[config.mk]
export PLATFORM = sky130hd
export DESIGN_NAME = instr_fetch
export DESIGN_NICKNAME = d
export VERILOG_FILES = /design/src/rtl/cpu_pkg.sv /design/src/rtl/pc_next_sel.sv /design/src/rtl/instr_fetch.sv
export SDC_FILE = /design/constraint.sdc
export NUM_CORES = 1
export LEC_CHECK = 0
export ABC_AREA = 1
export ABC_CLOCK_PERIOD_IN_PS = 1900
export BUFFER_PORTS_ARGS = -buffer_cell sky130_fd_sc_hd__clkbuf_2
export CORE_AREA = 2 2 171 139
export CTS_CLUSTER_SIZE = 25
export DETAILED_ROUTE_END_ITERATION = 6
export DIE_AREA = 0 0 173 141
export PLACE_DENSITY = 0.57
export SKIP_LAST_GASP = 1
export SLEW_MARGIN = 15
export SYNTH_ARGS = -nofsm -noshare
export SYNTH_HDL_FRONTEND = slang
export SYNTH_SLANG_ARGS = --single-unit
[constraint.sdc]
create_clock -name clk_i -period 1.9 [get_ports clk_i]
set_clock_uncertainty 0.2 [all_clocks]
set_input_delay 0.285 -clock clk_i [delete_from_list [all_inputs] [get_ports clk_i]]
set_output_delay 0.285 -clock clk_i [all_outputs]
set_load 0.01 [all_outputs]
[src/rtl/cpu_pkg.sv]
// rtl/cpu_pkg.sv - shared fetch-stage types and constants
package cpu_pkg;

  typedef enum logic [1:0] {
    S_REQ   = 2'd0,
    S_VALID = 2'd1,
    S_DRAIN = 2'd2
  } fetch_state_e;

  localparam logic [31:0] DEF_RESET_PC = 32'h0000_0000;
  localparam logic [31:0] DEF_NOP_INST = 32'h0000_0000;
  localparam logic [31:0] PC_INC       = 32'd4;

endpackage

[src/rtl/pc_next_sel.sv]
// rtl/pc_next_sel.sv - next-PC select: branch over jump over sequential PC+4
module pc_next_sel
  import cpu_pkg::*;
(
  input  logic [31:0] pc_i,
  input  logic        branch_i,
  input  logic [31:0] branch_addr_i,
  input  logic        jump_i,
  input  logic [31:0] jump_addr_i,
  output logic [31:0] next_pc_o,
  output logic        redirect_o
);

  always_comb begin
    redirect_o = branch_i | jump_i;
    if (branch_i) begin
      next_pc_o = branch_addr_i;
    end else if (jump_i) begin
      next_pc_o = jump_addr_i;
    end else begin
      next_pc_o = pc_i + PC_INC;
    end
  end

endmodule

[src/rtl/instr_fetch.sv]
// rtl/instr_fetch.sv - IF stage: PC, imem handshake, redirect/stall, IF/ID register
// Optional perf counters under IF_PERF_CNT_EN.
module instr_fetch
  import cpu_pkg::*;
#(
  parameter logic [31:0] RESET_PC = DEF_RESET_PC,
  parameter logic [31:0] NOP_INST = DEF_NOP_INST
) (
  input  logic        clk_i,
  input  logic        rst_i,
  input  logic        stall_i,
  input  logic        branch_i,
  input  logic [31:0] branch_addr_i,
  input  logic        jump_i,
  input  logic [31:0] jump_addr_i,
  output logic        imem_req_o,
  output logic [31:0] imem_addr_o,
  input  logic        imem_ready_i,
  input  logic [31:0] imem_data_i,
  output logic        valid_o,
  output logic [31:0] addedPC_o,
  output logic [31:0] inst_o
`ifdef IF_PERF_CNT_EN
  ,
  output logic [31:0] fetch_cnt_o,
  output logic [31:0] flush_cnt_o
`endif
);

  fetch_state_e state_q, state_d;
  logic [31:0]  pc_q, pc_d;
  logic [31:0]  drain_addr_q, drain_addr_d;
  logic         valid_q, valid_d;
  logic [31:0]  added_pc_q, added_pc_d;
  logic [31:0]  inst_q, inst_d;
  logic [31:0]  next_pc;
  logic         redirect;
  logic         accept;

  pc_next_sel u_pc_next_sel (
    .pc_i          (pc_q),
    .branch_i      (branch_i),
    .branch_addr_i (branch_addr_i),
    .jump_i        (jump_i),
    .jump_addr_i   (jump_addr_i),
    .next_pc_o     (next_pc),
    .redirect_o    (redirect)
  );

  always_comb begin
    state_d      = state_q;
    pc_d         = pc_q;
    drain_addr_d = drain_addr_q;
    valid_d      = valid_q;
    added_pc_d   = added_pc_q;
    inst_d       = inst_q;
    accept       = 1'b0;

    if (redirect) begin
      pc_d       = next_pc;
      valid_d    = 1'b0;
      added_pc_d = 32'd0;
      inst_d     = NOP_INST;
    end

    case (state_q)
      S_REQ: begin
        if (redirect) begin
          // An unanswered request must still be completed, so remember its address.
          if (!imem_ready_i) begin
            state_d      = S_DRAIN;
            drain_addr_d = pc_q;
          end
        end else if (imem_ready_i) begin
          inst_d     = imem_data_i;
          added_pc_d = next_pc;
          valid_d    = 1'b1;
          pc_d       = next_pc;
          state_d    = S_VALID;
        end
      end
      S_VALID: begin
        if (redirect) begin
          state_d = S_REQ;
        end else if (!stall_i) begin
          accept  = 1'b1;
          valid_d = 1'b0;
          state_d = S_REQ;
        end
      end
      S_DRAIN: begin
        if (imem_ready_i) begin
          state_d = S_REQ;
        end
      end
      default: begin
        state_d = S_REQ;
      end
    endcase
  end

  always_ff @(posedge clk_i) begin
    if (!rst_i) begin
      state_q      <= S_REQ;
      pc_q         <= RESET_PC;
      drain_addr_q <= RESET_PC;
      valid_q      <= 1'b0;
      added_pc_q   <= 32'd0;
      inst_q       <= NOP_INST;
    end else begin
      state_q      <= state_d;
      pc_q         <= pc_d;
      drain_addr_q <= drain_addr_d;
      valid_q      <= valid_d;
      added_pc_q   <= added_pc_d;
      inst_q       <= inst_d;
    end
  end

  assign imem_req_o  = rst_i && (state_q != S_VALID);
  assign imem_addr_o = (state_q == S_DRAIN) ? drain_addr_q : pc_q;
  assign valid_o     = valid_q;
  assign addedPC_o   = added_pc_q;
  assign inst_o      = valid_q ? inst_q : NOP_INST;

`ifdef IF_PERF_CNT_EN
  logic [31:0] fetch_cnt_q, flush_cnt_q;

  always_ff @(posedge clk_i) begin
    if (!rst_i) begin
      fetch_cnt_q <= 32'd0;
      flush_cnt_q <= 32'd0;
    end else begin
      if (accept) begin
        fetch_cnt_q <= fetch_cnt_q + 32'd1;
      end
      if (redirect) begin
        flush_cnt_q <= flush_cnt_q + 32'd1;
      end
    end
  end

  assign fetch_cnt_o = fetch_cnt_q;
  assign flush_cnt_o = flush_cnt_q;
`else
  logic unused_accept;
  assign unused_accept = accept;
`endif

endmodule

# After elaboration in Yosys (flattened, before gate mapping)
# Cells that the tools add are included.
[word_totals]
register_bits = 131
latchBits = 0
ramBits = 0
romBits = 0
n_memories = 0
[classes]
n_addsub = 1
multipliers = 0
div_mod_pow = 0
magnitude_cmp = 0
n_eq_ne = 7
shift = 0
mux = 29
bitwise = 2
reduce_logical = 4
[ops]
columns = ["cell", "count"]
rows = [
  ["32-bit 2-to-1 mux", 16],
  ["32-bit by 3-bit adder with 32-bit output, second input constant", 1],
  ["2-bit 2-to-1 mux", 6],
  ["3-bit != test, second input constant", 3],
  ["2-bit case mux with 3 select lines", 1],
  ["1-bit 2-to-1 mux", 5],
  ["4-bit AND reduction", 1],
  ["3-bit AND reduction", 1],
  ["2-bit by 1-bit == test with 1-bit output, second input constant", 1],
  ["2-bit == test, second input constant", 1],
  ["2-bit zero test", 1],
  ["2-bit by 1-bit != test with 1-bit output, second input constant", 1],
  ["2-bit != test, second input constant", 1],
  ["1-bit case mux with 2 select lines", 1],
  ["1-bit logical AND", 1],
  ["1-bit inverter", 1],
  ["1-bit bitwise OR", 1],
]

# Longest topological paths before layout
# Gate-level depths: netlist of the first run.
[logic_depth]
depth_word = 7
depth_mapped = 11
depth_no_buf = 11

# By module
# Synthesis of the first run repeated with hierarchy kept, for this count alone.
[unflattened]
hier_cells = 1457
hier_area_um2 = 8401.8
[modules_own_cells]
columns = ["module", "n_inst", "cells_per_inst", "area_each_um2", "seq_area_each_um2"]
rows = [
  ["instr_fetch", 1, 1100, 6802.8, 2622.5],
  ["pc_next_sel", 1, 357, 1599.0, 0.0],
]

# Worst setup path after synthesis of the first run
# No wires, ideal clock.
[synth_path]
kind = "register -> output"
start = "reg state_q[1]"
end = "out imem_addr_o[23]"
arrival_time_ps = 1217
setup_slack_ps = 198
stages_incl_launch_ff = 7
path_buffers = 2
path_cell_list = "dfxtp_1 -> inv_1 -> nor2_1 -> clkbuf_1 -> clkbuf_1 -> nand2_1 -> o21ai_0"
[synth_via]
elab_chain_len = 2
[synth_lines]
columns = ["item", "line_no", "rtl"]
rows = [
  ["start, declared", "instr_fetch.sv:30", "fetch_state_e state_q, state_d;"],
  ["start signal, assigned", "instr_fetch.sv:111", "state_q <= state_d;"],
  ["2-bit == test", "instr_fetch.sv:121", "assign imem_addr_o = (state_q == S_DRAIN) ? drain_addr_q : pc_q;"],
  ["32-bit 2-to-1 mux", "instr_fetch.sv:121", ""],
  ["end, declared", "instr_fetch.sv:17", "output logic [31:0] imem_addr_o,"],
]
# Every way passes these cells.

# Worst setup path in the final report of the first run
[layout_path]
start = "reg state_q[1]"
end = "out imem_addr_o[3]"
# Same word-level chain as after synthesis.

==> impl_metrics.yaml, run 1 <==
run_status:
  outcome: "finished, violations left"
  violations: "negative setup slack"
yosys:
  netlist_area_um2: 6700
  synth_ff_type: "dfxtp_1"
  yosys.area.top_type_share_pct: 39.1
  synthArstFlopShare_pct: 0
  yosysUniqueCellTypes: 32
  netlist_instances: 1011
  ys_ff_latch: 131
  synth_top_area_cell: "dfxtp_1"
  syn_nets: 1114
  yosysMostFrequentCell: "nand2_1"
  yosysWarningCount: 0
  synth.avg_cell_area_um2: 6.63
  seq_area_frac_synth_pct: 39.1
  ys_top_cells_by_count: "nand2_1 (272), inv_1 (167), dfxtp_1 (131)"
  synth_edf_count: 0
  synth.area.top_cells: "dfxtp_1 (39%), nand2_1 (15%), inv_1 (9.4%)"
min_path:
  hold_end: "pc_q[3]"
  min-delay-start: "jump_addr_i[3]"
  holdPathStages: 5
  hp-class: "in2reg"
die:
  core_um2: 22900
  fp.dieW_um: 173
  die_area_um2: 24400
  die_height_um: 141
  rows: 50
  initial_core_util_pct: 29.3
  pin_count: 200
detailed_routing:
  met1_length_um: 11100
  drt_wl_total_um: 23500
  wl_met2_um: 10700
  drc: 0
  wire_per_inst_um: 14.8
  detail_route.first_pass.iterations: 5
  vias_per_cell: 4.62
  top_layer: "met4"
  ant_nets: 0
  num_vias: 7321
  drt_iter0_markers: 407
  dr_wl_met3_um: 1360
worst_setup_path:
  timing.rr.start: "pc_q[6]"
  path_max_fanout: 5
  critPathKind: "reg2out"
  cp-start-kind: "flop"
  r2r-end: "pc_q[25]"
  endpoint_kind: "output pin"
  reg2regPathDepth: 9
  cp.arrival_ns: 1.58
  r2r_setup_slack_ns: 0.14
  cp.required_ns: 1.41
timing:
  fmax_mhz: 484
  fin_ws_ns: -0.167
  slew_violations: 0
  period_needed_ns: 2.07
  tns_ns: -3.58
  maxSlewHeadroom_pct: 80.1
  hold_viol: 0
  finalSetupViolCount: 32
  min_period_over_period_pct: 109
  worstMarginPinSlew_ns: 0.299
  rsz0062_at_grt: "yes"
cells_and_area:
  layout.cells.non_filler: 1585
  drive_gt1_share_pct: 28.1
  multiInputGateArea_um2: 3400
  nNetsFinal: 1363
  syn_to_final_growth_pct: 44.8
  seqCellArea_um2: 2630
  n_fill_cell: 2447
power_and_ir_drop:
  cellPowerDensity_nw_per_um2: 774
  power_leakage_nw: 4.56
  total_power_mw: 7.51
  ir_worst_vdd_v: 0.000636
  switchingPower_mw: 1.97
  clock_power_share_pct: 43.8
  seqPwrFrac_pct: 39.8
  swShare_pct: 26.3
  power.internal_mw: 5.54
  p_comb_share_pct: 16.5
place:
  dp_hpwl_um: 16300
  placed_cells: 1508
  port-buffer-count: 199
  gp_congestion: 0.872
grt:
  grt_use_total_pct: 19.4
  grt_pass1_vias: 7047
  grt_max_degree: 45
  grt_pass1_wl_um: 37500
  antenna_found_initial: 1
  grt_overflow: 0
flow_run:
  maxCapViolations: 0
clock_tree:
  worst_skew_pair.late_latency_ns: 0.42
  cts_max_level: 4
  cts_tree: "done"
  clock-root-buffer: "clkbuf_16"
  clock_sink_count: 131
  cts.path.max_buffers: 2
  path_clk_slew_ns: 0.06
  numCtsBuffers: 17
[how the worst max path moves through the flow]
stage	from	end	depth (start not counted)	slack (ns)
final	state_q[1]	imem_addr_o[3]	7	-0.17
after global routing	state_q[1]	imem_addr_o[17]	8	-0.21
after CTS	state_q[1]	imem_addr_o[17]	8	-0.19
after detailed placement	pc_q[3]	pc_q[20]	10	0.03
after global placement	pc_q[3]	pc_q[20]	10	0.06
after floorplan	state_q[1]	imem_addr_o[23]	6	0.20
[timing repair]
action / 4_1_cts / 5_1_grt
endpoints found under the hold margin: 35 / 0
cloned: 5 / 0
hold buffers: 36 / 0
setup buffers: 4 / 0
gates resized for setup: 58 / 66
endpoints found under the setup margin: 32 / 66
pin swaps: 2 / 7
[cells by family (layout without fill, tap and decap cells)]
group                      Yosys count  after routing  synth area share (%)
other                                0              1                     0
adders and majority gates            1              1                 0.187
and+or+nand+nor                    374            374                  23.9
xor gates and xnor gates             3              3                 0.392
DFF                                131            131                  39.1
AOI/OAI and AO/OA                  272            272                  22.6
buffers and inverters              230            491                  13.8
[sequential cells by signal, summed over array words and instances (netlist names)]
name / flops
addedPC_o: 32
drain_addr_q: 32
inst_q: 32
pc_q: 32
state_q: 2
valid_o: 1
[cells in the final DEF, fill, tap and decap left out, drive strengths merged, types with 2 or more instances in the layout]
cell / Yosys / layout
nor3: 4 / 4
inv: 172 / 172
xor2: 3 / 3
buf: 30 / 80
o211ai: 2 / 2
dlygate4sd3: 0 / 36
a31oi: 6 / 6
nand3: 35 / 35
dfxtp: 131 / 131
nand4: 2 / 2
a22o: 28 / 28
clkinv: 1 / 3
nor2: 47 / 47
a21oi: 124 / 124
nand2: 285 / 285
bufinv: 0 / 2
clkbuf: 27 / 198
o21ai: 109 / 109
[final cells by class]
| type | instances | area share (%) |
|---|---|---|
| multi-input cells | 650 | 35.1 |
| flip-flops and latches | 131 | 27.1 |
| repair buffers | 287 | 21.0 |
| inverters | 173 | 6.74 |
| clock buffers | 27 | 5.29 |
| well taps | 312 | 4.03 |
| clock inverters | 4 | 0.723 |
| diodes | 1 | 0.0258 |
[stage by stage]
step / hold slack, ns / util [%] / worst slack (ns) / instance area [um2]
6_report: 0.0265 / 42.3 / -0.167 / 9700
3_5_place_dp: 0.234 / 36.2 / 0.0307 / 8280
5_1_grt: 0.0534 / 42.3 / -0.212 / 9700
4_1_cts: 0.00397 / 41.6 / -0.185 / 9540
2_1_floorplan: 0.223 / - / 0.198 / 6700
3_3_place_gp: 0.230 / 36.2 / 0.0613 / 8280
[power groups by stage]
| stage | clock (mW) | combinational (mW) | sequential [mW] |
|---|---|---|---|
| finish | 3.28 | 1.24 | 2.99 |
| floorplan | 0 | 0.559 | 3.02 |
| CTS | 3.37 | 1.21 | 2.98 |
| global placement | 0 | 1.00 | 3.03 |
| global route | 3.48 | 1.36 | 3.00 |
| detailed placement | 0 | 1.01 | 3.04 |
[routing by layer]
metal  GRT usage [%]  vias to the layer above
li1                -                     3717
met1            26.4                     3365
met2            31.1                      216
met3            4.21                       23
met4            5.44                        0
met5               0                        -
[critical path, stage by stage, from the launching register on]
cell and delay, ns:
dfxtp_2 0.33, inv_2 0.06, nor2_4 0.04, buf_12 0.13, buf_12 0.14, buf_16 0.14, o21ai_2 0.15, buf_2 0.16
Power figures use the tool's default switching activity.
==> inputs of run 2 (changes only) <==
--- a/config.mk
+++ b/config.mk
@@ -9,9 +9,11 @@
 export ABC_CLOCK_PERIOD_IN_PS = 1900
 export BUFFER_PORTS_ARGS = -buffer_cell sky130_fd_sc_hd__clkbuf_2
 export CORE_AREA = 2 2 171 139
+export CTS_CLUSTER_DIAMETER = 40
 export CTS_CLUSTER_SIZE = 25
 export DETAILED_ROUTE_END_ITERATION = 6
 export DIE_AREA = 0 0 173 141
+export MAX_ROUTING_LAYER = met4
 export PLACE_DENSITY = 0.57
 export SKIP_LAST_GASP = 1
 export SLEW_MARGIN = 15
==> run 2 against run 1 <==
  * The flow still finishes with violations (negative setup slack)
  * Wire length fell by 0.17%
  * First-iteration DRC count rose by 13%
  * Fmax rose by 0.52%
  * Highest routed layer unchanged
==> impl_metrics.yaml, run 2 (synthesis results as in run 1) <==
run_status:
  outcome: "finished, violations left"
  violations: "negative setup slack"
worst_setup_path:
  cpMostUsedCell: "buf_12"
  cp_slowest_cell: "dfxtp_2"
  cp.required_ns: 1.41
  path_cells: "inv_2, nor2_4, buf_12, buf_12, buf_16, o21ai_2, buf_2"
  cp.arrival_ns: 1.57
  path_max_fanout: 5
  cp-start-kind: "flop"
  endpoint_kind: "output pin"
  r2r_setup_slack_ns: 0.14
  slowest_delay_ns: 0.33
  critPathKind: "reg2out"
  cp-startpoint: "state_q[1]"
  path_delay_family: "buffers and inverters"
  crit_buf_inv: 5
  timing.rr.start: "pc_q[6]"
grt:
  grt_overflow: 0
  grt_pass1_vias: 7038
  grt_max_degree: 45
  grt_pass1_wl_um: 37600
  grt_use_total_pct: 20.1
  antenna_found_initial: 1
die:
  rows: 50
  die_area_um2: 24400
  fp.dieW_um: 173
  core_um2: 22900
  die_height_um: 141
  initial_core_util_pct: 29.3
  pin_count: 200
clock_tree:
  cts_tree: "done"
  cts_max_level: 4
  clock-root-buffer: "clkbuf_16"
  worst_skew_pair.late_latency_ns: 0.42
  cts.path.max_buffers: 2
  numCtsBuffers: 17
  clock_sink_count: 131
  path_clk_slew_ns: 0.06
cells_and_area:
  syn_to_final_growth_pct: 44.8
  utilization_pct: 42.3
  final_common_cell: "nand2_1"
  seqCellArea_um2: 2630
  layout_common_cells: "nand2_1 (266), clkbuf_2 (171), inv_1 (165)"
  nNetsFinal: 1363
  n_fill_cell: 2447
  layout.cells.non_filler: 1585
  multiInputGateArea_um2: 3400
  drive_gt1_share_pct: 28.1
detailed_routing:
  drc: 0
  drt_wl_total_um: 23500
  wire_per_inst_um: 14.8
  vias_per_cell: 4.61
  ant_nets: 0
  num_vias: 7301
  detail_route.first_pass.iterations: 5
  drt_iter0_markers: 458
flow_run:
  maxCapViolations: 0
min_path:
  hp-class: "in2reg"
  min-delay-start: "jump_addr_i[1]"
timing:
  rsz0062_at_grt: "yes"
  slew_violations: 0
  fmax_mhz: 486
  period_needed_ns: 2.06
  min_period_over_period_pct: 108
  maxSlewHeadroom_pct: 80.2
  whs_ns: 0.0329
  hold_viol: 0
  finalSetupViolCount: 32
  fin_ws_ns: -0.156
  worstMarginPinSlew_ns: 0.295
power_and_ir_drop:
  ir_worst_vdd_v: 0.000634
  total_power_mw: 7.51
  power_leakage_nw: 4.56
  cellPowerDensity_nw_per_um2: 775
place:
  dp_hpwl_um: 16300
  port-buffer-count: 199
  pre_cts_ws_ns: 0.0307
  placed_cells: 1508
  gp_congestion: 0.886
-- run 2: cell counts in the layout (fill, tap and decap cells not counted) --
Identical to the previous run, type by type.
-- run 2: final cells by class --
class | instances | share of cell area (%)
Clock buffer | 27 | 5.29
Sequential cell | 131 | 27.1
Antenna cell | 1 | 0.0258
Tap cell | 312 | 4.03
Clock inverter | 4 | 0.723
Timing Repair Buffer | 287 | 21.0
Inverter | 173 | 6.74
Multi-Input combinational cell | 650 | 35.1
-- run 2: worst register-to-register path, delay by kind of cell, from the launching register on --
family / cells / cell delay [ns]
simple gates: 8 / 1.00
compound gates: 1 / 0.05
flops: 1 / 0.40
-- run 2: final timing paths --
kind	endpoint	depth (start not counted)
hold reg to reg	drain_addr_q[29]	2
hold / removal	pc_q[1]	5
setup / recovery	imem_addr_o[3]	7
setup reg to reg	pc_q[25]	9
-- run 2: timing repair --
item / CTS / global route
hold buffers: 36 / 0
gates cloned: 5 / 0
hold endpoints to repair: 35 / 0
gates resized for setup: 58 / 66
pin swaps: 2 / 7
buffers inserted: 4 / 0
endpoints found under the setup margin: 32 / 66
-- run 2: power breakdown --
group / internal (mW) / switching (mW) / total [mW]
Clock: 2.10 / 1.19 / 3.29
Sequential: 2.89 / 0.101 / 2.99
Combinational: 0.554 / 0.682 / 1.24
Total: 5.54 / 1.97 / 7.51
-- run 2: through the flow --
step	TNS [ns]	instance area, um2
floorplan	0	6700
global placement	0	8280
detailed placement	0	8280
CTS	-4.55	9540
global route	-5.28	9700
finish	-3.60	9700
-- run 2: layer usage --
metal  vias up  GRT usage [%]  wire length [um]
met5         -              -                 0
met3        22           3.96              1420
li1       3706              -                 -
met1      3348           26.8             11000
met2       225           30.9             10700
met4         0           5.44               329
==> inputs of run 3 (changes only) <==
--- a/config.mk
+++ b/config.mk
@@ -8,13 +8,15 @@
 export ABC_AREA = 1
 export ABC_CLOCK_PERIOD_IN_PS = 1900
 export BUFFER_PORTS_ARGS = -buffer_cell sky130_fd_sc_hd__clkbuf_2
-export CORE_AREA = 2 2 171 139
+export CELL_PAD_IN_SITES_DETAIL_PLACEMENT = 1
+export CELL_PAD_IN_SITES_GLOBAL_PLACEMENT = 2
+export CORE_AREA = 2 2 180 146
 export CTS_CLUSTER_DIAMETER = 40
 export CTS_CLUSTER_SIZE = 25
 export DETAILED_ROUTE_END_ITERATION = 6
-export DIE_AREA = 0 0 173 141
+export DIE_AREA = 0 0 182 148
 export MAX_ROUTING_LAYER = met4
-export PLACE_DENSITY = 0.57
+export PLACE_DENSITY = 0.85
 export SKIP_LAST_GASP = 1
 export SLEW_MARGIN = 15
 export SYNTH_ARGS = -nofsm -noshare
==> run 3 against run 2 <==
  * The run still ends with negative setup slack left
  * First-iteration DRC count decreased by 34%
  * Utilization decreased by 3.0 points
  * Critical path depth unchanged
==> impl_metrics.yaml, run 3 (synthesis results as in run 1) <==
run_status:
  outcome: "finished, violations left"
  violations: "negative setup slack"
power_and_ir_drop:
  power_leakage_nw: 4.65
  cellPowerDensity_nw_per_um2: 751
  ir_worst_vdd_v: 0.000650
  total_power_mw: 7.42
grt:
  grt_max_degree: 50
  antenna_found_initial: 1
  grt_pass1_wl_um: 41900
  grt_pass1_vias: 7854
  grt_use_total_pct: 20.6
  grt_overflow: 0
worst_setup_path:
  r2r-end: "pc_q[12]"
  path_cells: "inv_2, nor2_4, buf_12, buf_12, buf_16, o21ai_4, buf_6"
  critPathKind: "reg2out"
  reg2regPathDepth: 7
  path_max_fanout: 8
  cp.required_ns: 1.41
  timing.rr.start: "state_q[1]"
  endpoint_kind: "output pin"
  cp.arrival_ns: 1.60
  crit_buf_inv: 5
  cpMostUsedCell: "buf_12"
  cp_slowest_cell: "dfxtp_2"
  r2r_setup_slack_ns: 0.05
  path_delay_family: "buffers and inverters"
  cp-start-kind: "flop"
  slowest_delay_ns: 0.32
clock_tree:
  path_clk_slew_ns: 0.06
  cts.path.max_buffers: 2
  cts_max_level: 4
  clock_sink_count: 131
  cts_tree: "done"
  clock-root-buffer: "clkbuf_16"
  worst_skew_pair.late_latency_ns: 0.42
  numCtsBuffers: 17
cells_and_area:
  utilization_pct: 39.3
  layout.cells.non_filler: 1602
  drive_gt1_share_pct: 31.1
  nNetsFinal: 1372
  layout_common_cells: "nand2_1 (254), clkbuf_2 (172), inv_1 (166)"
  syn_to_final_growth_pct: 47.5
  final_common_cell: "nand2_1"
die:
  fp.dieW_um: 182
  pin_count: 200
  die_area_um2: 26900
  core_um2: 25100
  initial_core_util_pct: 26.7
  rows: 52
  die_height_um: 148
timing:
  maxSlewHeadroom_pct: 69.9
  fmax_mhz: 481
  finalSetupViolCount: 32
  whs_ns: 0.0116
  fin_ws_ns: -0.181
  slew_violations: 0
  rsz0062_at_grt: "yes"
  min_period_over_period_pct: 110
  worstMarginPinSlew_ns: 0.452
  hold_viol: 0
  period_needed_ns: 2.08
place:
  dp_hpwl_um: 18400
  port-buffer-count: 199
  gp_congestion: 0.872
  pre_cts_ws_ns: 0.0199
  placed_cells: 1523
detailed_routing:
  num_vias: 7482
  drc: 0
  wire_per_inst_um: 17.0
  ant_nets: 0
  detail_route.first_pass.iterations: 4
  drt_iter0_markers: 304
  drt_wl_total_um: 27200
  vias_per_cell: 4.67
flow_run:
  maxCapViolations: 0
min_path:
  hp-class: "in2reg"
  holdPathStages: 5
  min-delay-start: "jump_addr_i[1]"
  hold_end: "pc_q[1]"
## run 3: changes by cell type in the layout (fill, tap and decap cells not counted), moves of 6 or more
cell,before,now
dfxtp_1,125,119
o21ai_0,74,65
nor2_2,3,9
buf_4,33,44
nand2_1,266,254
nand2_2,14,23
## run 3: worst register-to-register path, stage by stage, from the launching register on
cell	delay (ns)
dfxtp_2	0.32
buf_4	0.14
nor2_1	0.20
nand2_2	0.14
nor2_4	0.22
buf_4	0.23
nand2_1	0.11
a21oi_1	0.18
## run 3: worst max-delay path by stage
stage	start	end	slack, ns	depth (start not counted)
CTS	state_q[1]	imem_addr_o[8]	-0.22	7
global route	state_q[0]	imem_addr_o[15]	-0.24	7
finish	state_q[1]	imem_addr_o[31]	-0.18	7
global placement	pc_q[3]	addedPC_o[20]	0.09	10
floorplan	state_q[1]	imem_addr_o[23]	0.20	6
detailed placement	pc_q[3]	addedPC_o[28]	0.02	9
## run 3: layout make-up
cell class	instances	area, um2
fillers	3182	15200
diodes	1	2.50
flip-flops and latches	131	2640
multi-input cells	650	3510
inverters	173	651
clock buffers	21	450
well taps	324	405
repair buffers	296	2130
clock inverters	6	85.1
## run 3: timing repair
action | 4_1_cts | 5_1_grt
gates cloned | 4 | 3
buffers inserted | 6 | 5
endpoints found under the setup margin | 32 | 99
hold endpoints to repair | 34 | 0
pin swaps | 2 | 12
gates resized for setup | 60 | 111
hold buffers | 34 | 0
## run 3: routing by layer
metal  track usage, %  vias up  part of all wire (%)
li1                 -     3717                     -
met2             32.7      173                    48
met3             4.11       28                   4.2
met1             26.5     3564                    46
met5                -        -                     0
met4             6.21        0                   1.7
## run 3: report_power, final
group / internal [mW] / switching [mW]
clock: 1.92 / 1.19
sequential: 2.89 / 0.105
combinational: 0.582 / 0.740
## run 3: stage by stage
stage	cell area, um2	setup TNS (ns)
after CTS	9480	-5.80
after floorplan	6700	0
after global routing	9880	-6.93
after detailed placement	8300	0
after global placement	8300	0
final	9880	-4.32
